<file path="src/rtl/inst_trace_buffer.sv">
// Instruction trace buffer: samples fetched pc/inst pairs into a FIFO of
// sequence-tagged records and drains them over a valid/ready stream.
module inst_trace_buffer #(
    parameter int          DEPTH    = 16,
    parameter int          ADDR_W   = 4,
    parameter logic [31:0] PC_RESET = 32'h00400000
) (
    input  logic              clk_in,
    input  logic              reset,
    input  logic              cap_en,
    input  logic              clear,
    input  logic [31:0]       pc,
    input  logic [31:0]       inst,
    output logic              out_valid,
    input  logic              out_ready,
    output logic [15:0]       out_seq,
    output logic [31:0]       out_pc,
    output logic [31:0]       out_inst,
    output logic [ADDR_W:0]   count,
    output logic              overflow,
    output logic [15:0]       drop_cnt
);

    typedef struct packed {
        logic [15:0] seq;
        logic [31:0] pc;
        logic [31:0] inst;
    } rec_t;

    localparam logic [ADDR_W:0] FULL_CNT = (ADDR_W+1)'(DEPTH);

    rec_t              mem [DEPTH];
    logic [ADDR_W-1:0] wr_ptr;
    logic [ADDR_W-1:0] rd_ptr;
    logic [ADDR_W-1:0] rd_nxt;
    logic [ADDR_W:0]   remain;
    logic [31:0]       last_pc;
    logic              have_last;
    logic [15:0]       seq;
    logic              full;
    logic              sample;
    logic              pop;
    logic              push;
    logic              drop;

    assign full   = (count == FULL_CNT);
    assign sample = cap_en & (~have_last | (pc != last_pc));
    assign pop    = out_valid & out_ready;
    assign push   = sample & (~full | pop);
    assign drop   = sample & full & ~pop;
    assign rd_nxt = rd_ptr + ADDR_W'(pop);
    // Records stored before this edge that survive the pop; a record
    // written this edge only becomes visible one edge later.
    assign remain = count - (ADDR_W+1)'(pop);

    always_ff @(posedge clk_in) begin
        if (push && !clear) begin
            mem[wr_ptr] <= '{seq: seq, pc: pc, inst: inst};
        end
    end

    always_ff @(posedge clk_in or negedge reset) begin
        if (!reset) begin
            wr_ptr    <= '0;
            rd_ptr    <= '0;
            count     <= '0;
            seq       <= '0;
            drop_cnt  <= '0;
            overflow  <= 1'b0;
            have_last <= 1'b0;
            last_pc   <= PC_RESET;
            out_valid <= 1'b0;
            out_seq   <= '0;
            out_pc    <= '0;
            out_inst  <= '0;
        end else if (clear) begin
            wr_ptr    <= '0;
            rd_ptr    <= '0;
            count     <= '0;
            seq       <= '0;
            drop_cnt  <= '0;
            overflow  <= 1'b0;
            have_last <= 1'b0;
            out_valid <= 1'b0;
        end else begin
            if (sample) begin
                last_pc   <= pc;
                have_last <= 1'b1;
                seq       <= seq + 16'd1;
            end
            if (push) begin
                wr_ptr <= wr_ptr + ADDR_W'(1);
            end
            rd_ptr <= rd_nxt;
            if (push && !pop) begin
                count <= count + (ADDR_W+1)'(1);
            end else if (pop && !push) begin
                count <= count - (ADDR_W+1)'(1);
            end
            if (drop) begin
                overflow <= 1'b1;
                if (drop_cnt != 16'hFFFF) begin
                    drop_cnt <= drop_cnt + 16'd1;
                end
            end
            out_valid <= (remain != '0);
            if (remain != '0) begin
                out_seq  <= mem[rd_nxt].seq;
                out_pc   <= mem[rd_nxt].pc;
                out_inst <= mem[rd_nxt].inst;
            end
        end
    end

endmodule

</file>
<file path="config.mk">
export PLATFORM = sky130hd
export DESIGN_NAME = inst_trace_buffer
export DESIGN_NICKNAME = d
export VERILOG_FILES = /design/src/rtl/inst_trace_buffer.sv
export SDC_FILE = /design/constraint.sdc
export NUM_CORES = 2
export LEC_CHECK = 0
export BUFFER_PORTS_ARGS = -buffer_cell sky130_fd_sc_hd__buf_2
export CAP_MARGIN = 20
export CORE_AREA = 2 2 375 377
export CTS_CLUSTER_DIAMETER = 40
export CTS_CLUSTER_SIZE = 25
export DETAILED_ROUTE_END_ITERATION = 10
export DIE_AREA = 0 0 377 379
export HOLD_SLACK_MARGIN = 0.06
export PLACE_DENSITY = 0.53
export REMOVE_ABC_BUFFERS = 1
export SKIP_LAST_GASP = 1
export SYNTH_ARGS = -nofsm -noshare
export SYNTH_HDL_FRONTEND = slang
export SYNTH_SLANG_ARGS = --single-unit
</file>
<file path="constraint.sdc">
create_clock -name clk_in -period 14.2 [get_ports clk_in]
set_input_delay 1.42 -clock clk_in [delete_from_list [all_inputs] [get_ports clk_in]]
set_output_delay 1.42 -clock clk_in [all_outputs]
set_load 0.05 [all_outputs]
</file>
# --- Word-level counts from Yosys, hierarchy flattened ---
# Memory sizes are Yosys's and may differ from the RTL's. A register that Yosys moved wholly into a read port is not among the register bits.
# Cells that the tools add are included.
op_classes:
  bitwise: 11
  n_reduce_logical: 16
  n_mux: 18
  addsub: 7
  n_eq_ne: 3
ops:
  columns: ["op", "n"]
  rows:
  - ["2-to-1 mux 16 bit", 5]
  - ["adder 16 x 1 -> 16 bit (second input constant)", 2]
  - ["inequality test 32 bit", 1]
  - ["inequality test 16 bit (second input constant)", 1]
  - ["2-to-1 mux 5 bit", 3]
  - ["2-to-1 mux 4 bit", 3]
  - ["nonzero test 2 bit", 4]
  - ["2-to-1 mux 1 bit", 7]
  - ["AND reduction 2 bit", 3]
  - ["adder 5 x 1 -> 5 bit (second input constant)", 1]
  - ["bitwise AND 1 bit", 5]
  - ["== test 5 bit (second input constant)", 1]
  - ["nonzero test 5 bit", 1]
  - ["subtractor 5 x 1 -> 5 bit", 1]
  - ["subtractor 5 x 1 -> 5 bit (second input constant)", 1]
  - ["adder 4 x 1 -> 4 bit", 1]
  - ["adder 4 x 1 -> 4 bit (second input constant)", 1]
  - ["logical NOT 1 bit", 4]
  - ["inverter 1 bit", 4]
  - ["logical AND 1 bit", 3]
  - ["nonzero test 3 bit", 1]
  - ["bitwise OR 1 bit", 2]
word_totals:
  input_bits: 69
  register_bits: 80
  wordCells: 65
  mem_bits_rw: 1280
  out_inout_bits: 103
  n_memories: 1
mem_list:
  columns: ["memory", "depth", "width", "read_ports", "rd_ports_with_merged_regs", "wr", "line_no", "rtl"]
  rows:
  - ["mem", 16, 80, 1, 1, 1, "32", "rec_t mem [DEPTH];"]

# --- Logic depth before layout (Yosys ltp) ---
depth:
  word_depth: 9
  ltp_mapped: 13
  mapped_depth_nobuf: 12

# --- Least setup slack after synthesis ---
# No wires, ideal clock.
synth_path:
  path_kind: "input -> register"
  startpoint: "in pc[5]"
  endpoint: "mem mem[9][0] in the netlist's numbering (enable)"
  arrival_ns: 10.481
  path_stages: 7
  setup_ns: 0.743
  required_ns: 13.457
  path_slack_ns: 2.976
  n_path_buf: 1
  cell_sequence: "inv_1 > o2111ai_1 > a2111oi_2 > nand3_2 > buf_2 > nand4_1 > nor4b_1"
synth_between:
  elab_chain_len: 7
synth_lines:
  columns: ["element", "line_no", "rtl"]
  rows:
  - ["start: declaration", "12", "input logic [31:0] pc,"]
  - ["inequality test 32 bit", "47", "assign sample = cap_en & (~have_last | (pc != last_pc));"]
  - ["bitwise OR 1 bit", "47", null]
  - ["bitwise AND 1 bit", "47", null]
  - ["bitwise AND 1 bit", "49", "assign push = sample & (~full | pop);"]
  - ["logical AND 1 bit", "57", "if (push && !clear) begin"]
  - ["2-to-1 mux 1 bit", "57", null]
  - ["2-to-1 mux 1 bit (not written as such)", "58", "mem[wr_ptr] <= '{seq: seq, pc: pc, inst: inst};"]
  - ["end: declaration", "32", null]
# Every way passes these cells.

# --- Worst setup path in the final report ---
layout_path:
  startpoint: "in out_ready"
  endpoint: "reg out_inst[16] (read register of mem)"
layout_between:
  elab_chain_len: 4
  elab_cells_between_ends: 5
  cone_classes: "add/sub (2); bitwise (1); reduce/logical (2)"
layout_lines:
  columns: ["element", "line_no", "rtl"]
  rows:
  - ["start: declaration", "15", "input logic out_ready,"]
  - ["bitwise AND 1 bit *", "48", "assign pop = out_valid & out_ready;"]
  - ["subtractor 5 x 1 -> 5 bit", "54", "assign remain = count - (ADDR_W+1)'(pop);"]
  - ["nonzero test 5 bit", "107", "if (remain != '0) begin"]
  - ["AND reduction 2 bit (no line)", null, null]
  - ["end: declaration", "18", "output logic [31:0] out_inst,"]
# Mark *: on every way between the ends. The rest lies on a longest branch, timed or not.
# A chain may end at the register's enable or synchronous reset.

==> key figures <==
STA
  • Post-route clock period utilization: 37.1%
  • Clock skew: around 0.033 ns
  • Slew @ Worst Pin: 1.16 ns
  • Slew margin rel.: 22.7%
  • Hold Vio Cnt, Final: 0
  • Slew Viols, Final: 0
  • Setup TNS: 0 ns
  • Fmax: 0.190 GHz
  • Final worst slack: 8.93 ns
  • # setup viols final: 0
  • Clock period minus worst slack: approximately 5.3 ns
  • RSZ-0062 raised after global routing: false
  • Worst Hold Slack: approximately 0.5 ns

Detailed routing
  • Routed len/inst: 28.9 um
  • Total wire length: 134 mm
  • Iter 0 DRT Violations: around 2700
  • DR DRC count: 0
  • Vias: 25700
  • Vias per inst: roughly 5.6
  • DRT Pass-1 Iters: 7
  • ANT nets after route: 0

Die
  • Top-level port count: 172
  • Core area: 139000 um^2
  • Rows: 137
  • Initial Util: 39.8%
  • Die area: between 100000 and 150000 um^2
  • Die W: 377 um
  • Die H: approximately 380 um

Synth
  • Largest family of logic cells by synthesized area: multiplexers
  • Compound-Gate Fraction of Synth Area: less than 1%
  • #FFs+latches synth: 1440
  • Mapped Cells: 2349
  • Synth area leaders: edfxtp_1, mux4_2, dfrtp_1
  • Most frequent cell after synthesis: edfxtp_1
  • Area leader, netlist: edfxtp_1
  • Proportion of synthesized chip area in sequential cells: 76.7%
  • Syn avg cell area: between 20 and 25 um^2
  • Most used flip-flop cell after synthesis: edfxtp_1
  • Post-synth EDFFs: 1280
  • Post-Synth Simple-Gate Area: roughly 1.5%
  • Synth Area in Adders: 0.330%
  • Commonest cells in the netlist: edfxtp_1, mux4_2, dfrtp_1
  • Ys Warns: 0
  • Synthesized area: 55300 um^2
  • Ys async rst share: roughly 11%
  • Unique masters post-synth: 53
  • Multiplexer share of the synthesized area: 18.7%
  • Yosys top cell area share: 69.5%
  • XOR/XNOR Fraction of Synth Area: 0.697%

Clock tree
  • Post-CTS setup buffer count: 0
  • Clock sink count: 1440
  • Num CTS Buffers: 190
  • CTS Buffer Depth: 3
  • Cts hold-fix bufs: 0
  • Worst skew pair latency: 0.80 ns
  • Clk slew on worst S/H paths: approximately 0.050 ns
  • CTS tree: built
  • Resized cells post-CTS: 0
  • Root Buffer: clkbuf_16
  • # H-tree levels: 4

Placed design
  • Placed cell area: 58300 um^2
  • IO buf count: 171
  • Placed Cells incl. Taps: 4264
  • GP Congestion: 0.709
  • HPWL Detailed: about 66 mm
  • DP Worst Slack: 8.03 ns

Flow run
  • Max-Cap Viols: 0

Power and ir drop
  • Static Leak: around 21 nW
  • Tot Pwr: 12.4 mW
  • Power Density: 190 nW/um^2
  • Max rail drop VDD: 120 uV

Worst setup path
  • CP Launch Type: primary input
  • CP delay by family, top: buffers and inverters
  • Max incr delay on CP: 0.98 ns
  • Kind of critical path: primary input to register
  • Crit path DAT: 5.94 ns
  • CP cell instances: buf_2 -> nand2_1 -> inv_1 -> ha_4 -> ha_4 -> buf_4 -> buf_4 -> mux4_2 -> mux4_2 -> mux2_2
  • Crit path max fanout: 69
  • CP Data Required Time: between 10 and 15 ns
  • Crit. End Element: register
  • Crit-path slowest cell: buf_4
  • Worst path buffer plus inverter count: 4

Layout
  • P&R area growth vs syn: 17.9%
  • Area taken by multi-input logic gates: 12300 um^2
  • Layout cell share with drive strength beyond 1: a little under two fifths
  • Register area: about 42000 um^2
  • Fin area: 65200 um^2
  • Nets: about 2700
  • Final cell count without fillers: 4622
  • FILL cells: roughly 11000
  • Utilization after layout: 47.0%

Global routing
  • Number of global-route vias before repair: 27800
  • Largest net degree at the start of global routing: roughly 120
  • Grt ovf: 0
  • Gr usage total: 19.0%
  • Initial antenna violation count: 19
  • Global-route wire length before repair: 194 mm

Run status
  • Status: finished, final reports clean

Worst hold path
  • Hold WC Path Type: register to register
power breakdown:
part | internal (mW) | switching, mW | leakage (nW)
registers | 4.81 | 0.132 | 13.5
logic | 1.02 | 1.29 | 4.41
clock network | 3.16 | 1.96 | 3.33
final timing paths:
path | from | endpoint | slack [ns] | depth (start not counted)
min in group asynchronous | reset | drop_cnt[7] | 0.60 | 1
max reg2reg | out_valid | out_inst[16] | 9.25 | 9
min reg2reg | out_seq[15] | out_seq[15] | 0.50 | 1
max in group asynchronous | reset | out_inst[15] | 11.47 | 3
max | out_ready | out_inst[16] | 8.93 | 10
min | out_seq[15] | out_seq[15] | 0.50 | 1
cells in the final DEF (no fill, tap or decap), types with 4 or more instances in the layout:
| master | instances |
|---|---|
| o31ai_1 | 4 |
| mux4_2 | 400 |
| mux2i_1 | 4 |
| o21ai_0 | 15 |
| clkbuf_16 | 196 |
| or3_1 | 14 |
| inv_1 | 12 |
| nand4_1 | 16 |
| edfxtp_1 | 1280 |
| clkinvlp_4 | 22 |
| clkbuf_1 | 9 |
| dfrtp_1 | 159 |
| bufinv_16 | 29 |
| clkbuf_8 | 9 |
| clkinv_1 | 5 |
| nor2b_1 | 6 |
| xnor2_1 | 35 |
| mux2_1 | 32 |
| and3_1 | 12 |
| clkinv_2 | 8 |
| nand2_1 | 15 |
| buf_2 | 170 |
| a21oi_1 | 23 |
| inv_8 | 11 |
| buf_4 | 47 |
| inv_6 | 34 |
| nor2_1 | 32 |
| and2_4 | 9 |
| xor2_1 | 7 |
| ha_1 | 11 |
| nand2b_1 | 5 |
| nand3_1 | 15 |
| or4_1 | 5 |
| mux2_2 | 83 |
| clkinv_4 | 24 |
| clkinv_8 | 8 |
kinds of logic (layout without fill, tap and decap cells):
group | Yosys count | count (layout)
compound gates | 55 | 55
xor+xnor | 44 | 44
fa+ha+maj | 14 | 14
buf+inv | 124 | 589
flops | 1440 | 1440
mux | 519 | 519
other cells | 0 | 1
simple gates | 153 | 153
routing by layer:
| metal | part of all wire [%] | wire length (um) | global-route usage, % | vias up |
|---|---|---|---|---|
| met3 | 5.2 | 6910 | 3.45 | 208 |
| met2 | 50 | 66200 | 31.3 | 732 |
| met5 | 0.052 | 69 | 0 | - |
| met4 | 1.9 | 2510 | 4.99 | 12 |
| li1 | - | - | - | 10600 |
| met1 | 43 | 58000 | 26.2 | 14100 |
flip-flops by register name, indices dropped and copies added, names as in the netlist:
name       cells
count          5
drop_cnt      16
have_last      1
last_pc       32
mem         1280
out_inst      32
out_pc        32
out_seq       16
out_valid      1
overflow       1
rd_ptr         4
seq           16
wr_ptr         4
layout make-up:
cell class | instances | area share, %
Clock buffer | 214 | 7.76
Antenna cell | 1 | 0.00384
Sequential cell | 1440 | 65.1
Timing Repair Buffer | 220 | 1.94
Clock inverter | 143 | 2.90
Multi-Input combinational cell | 785 | 18.8
Inverter | 12 | 0.0691
Tap cell | 1807 | 3.47
Note: power is estimated with default switching activity, not from simulation.
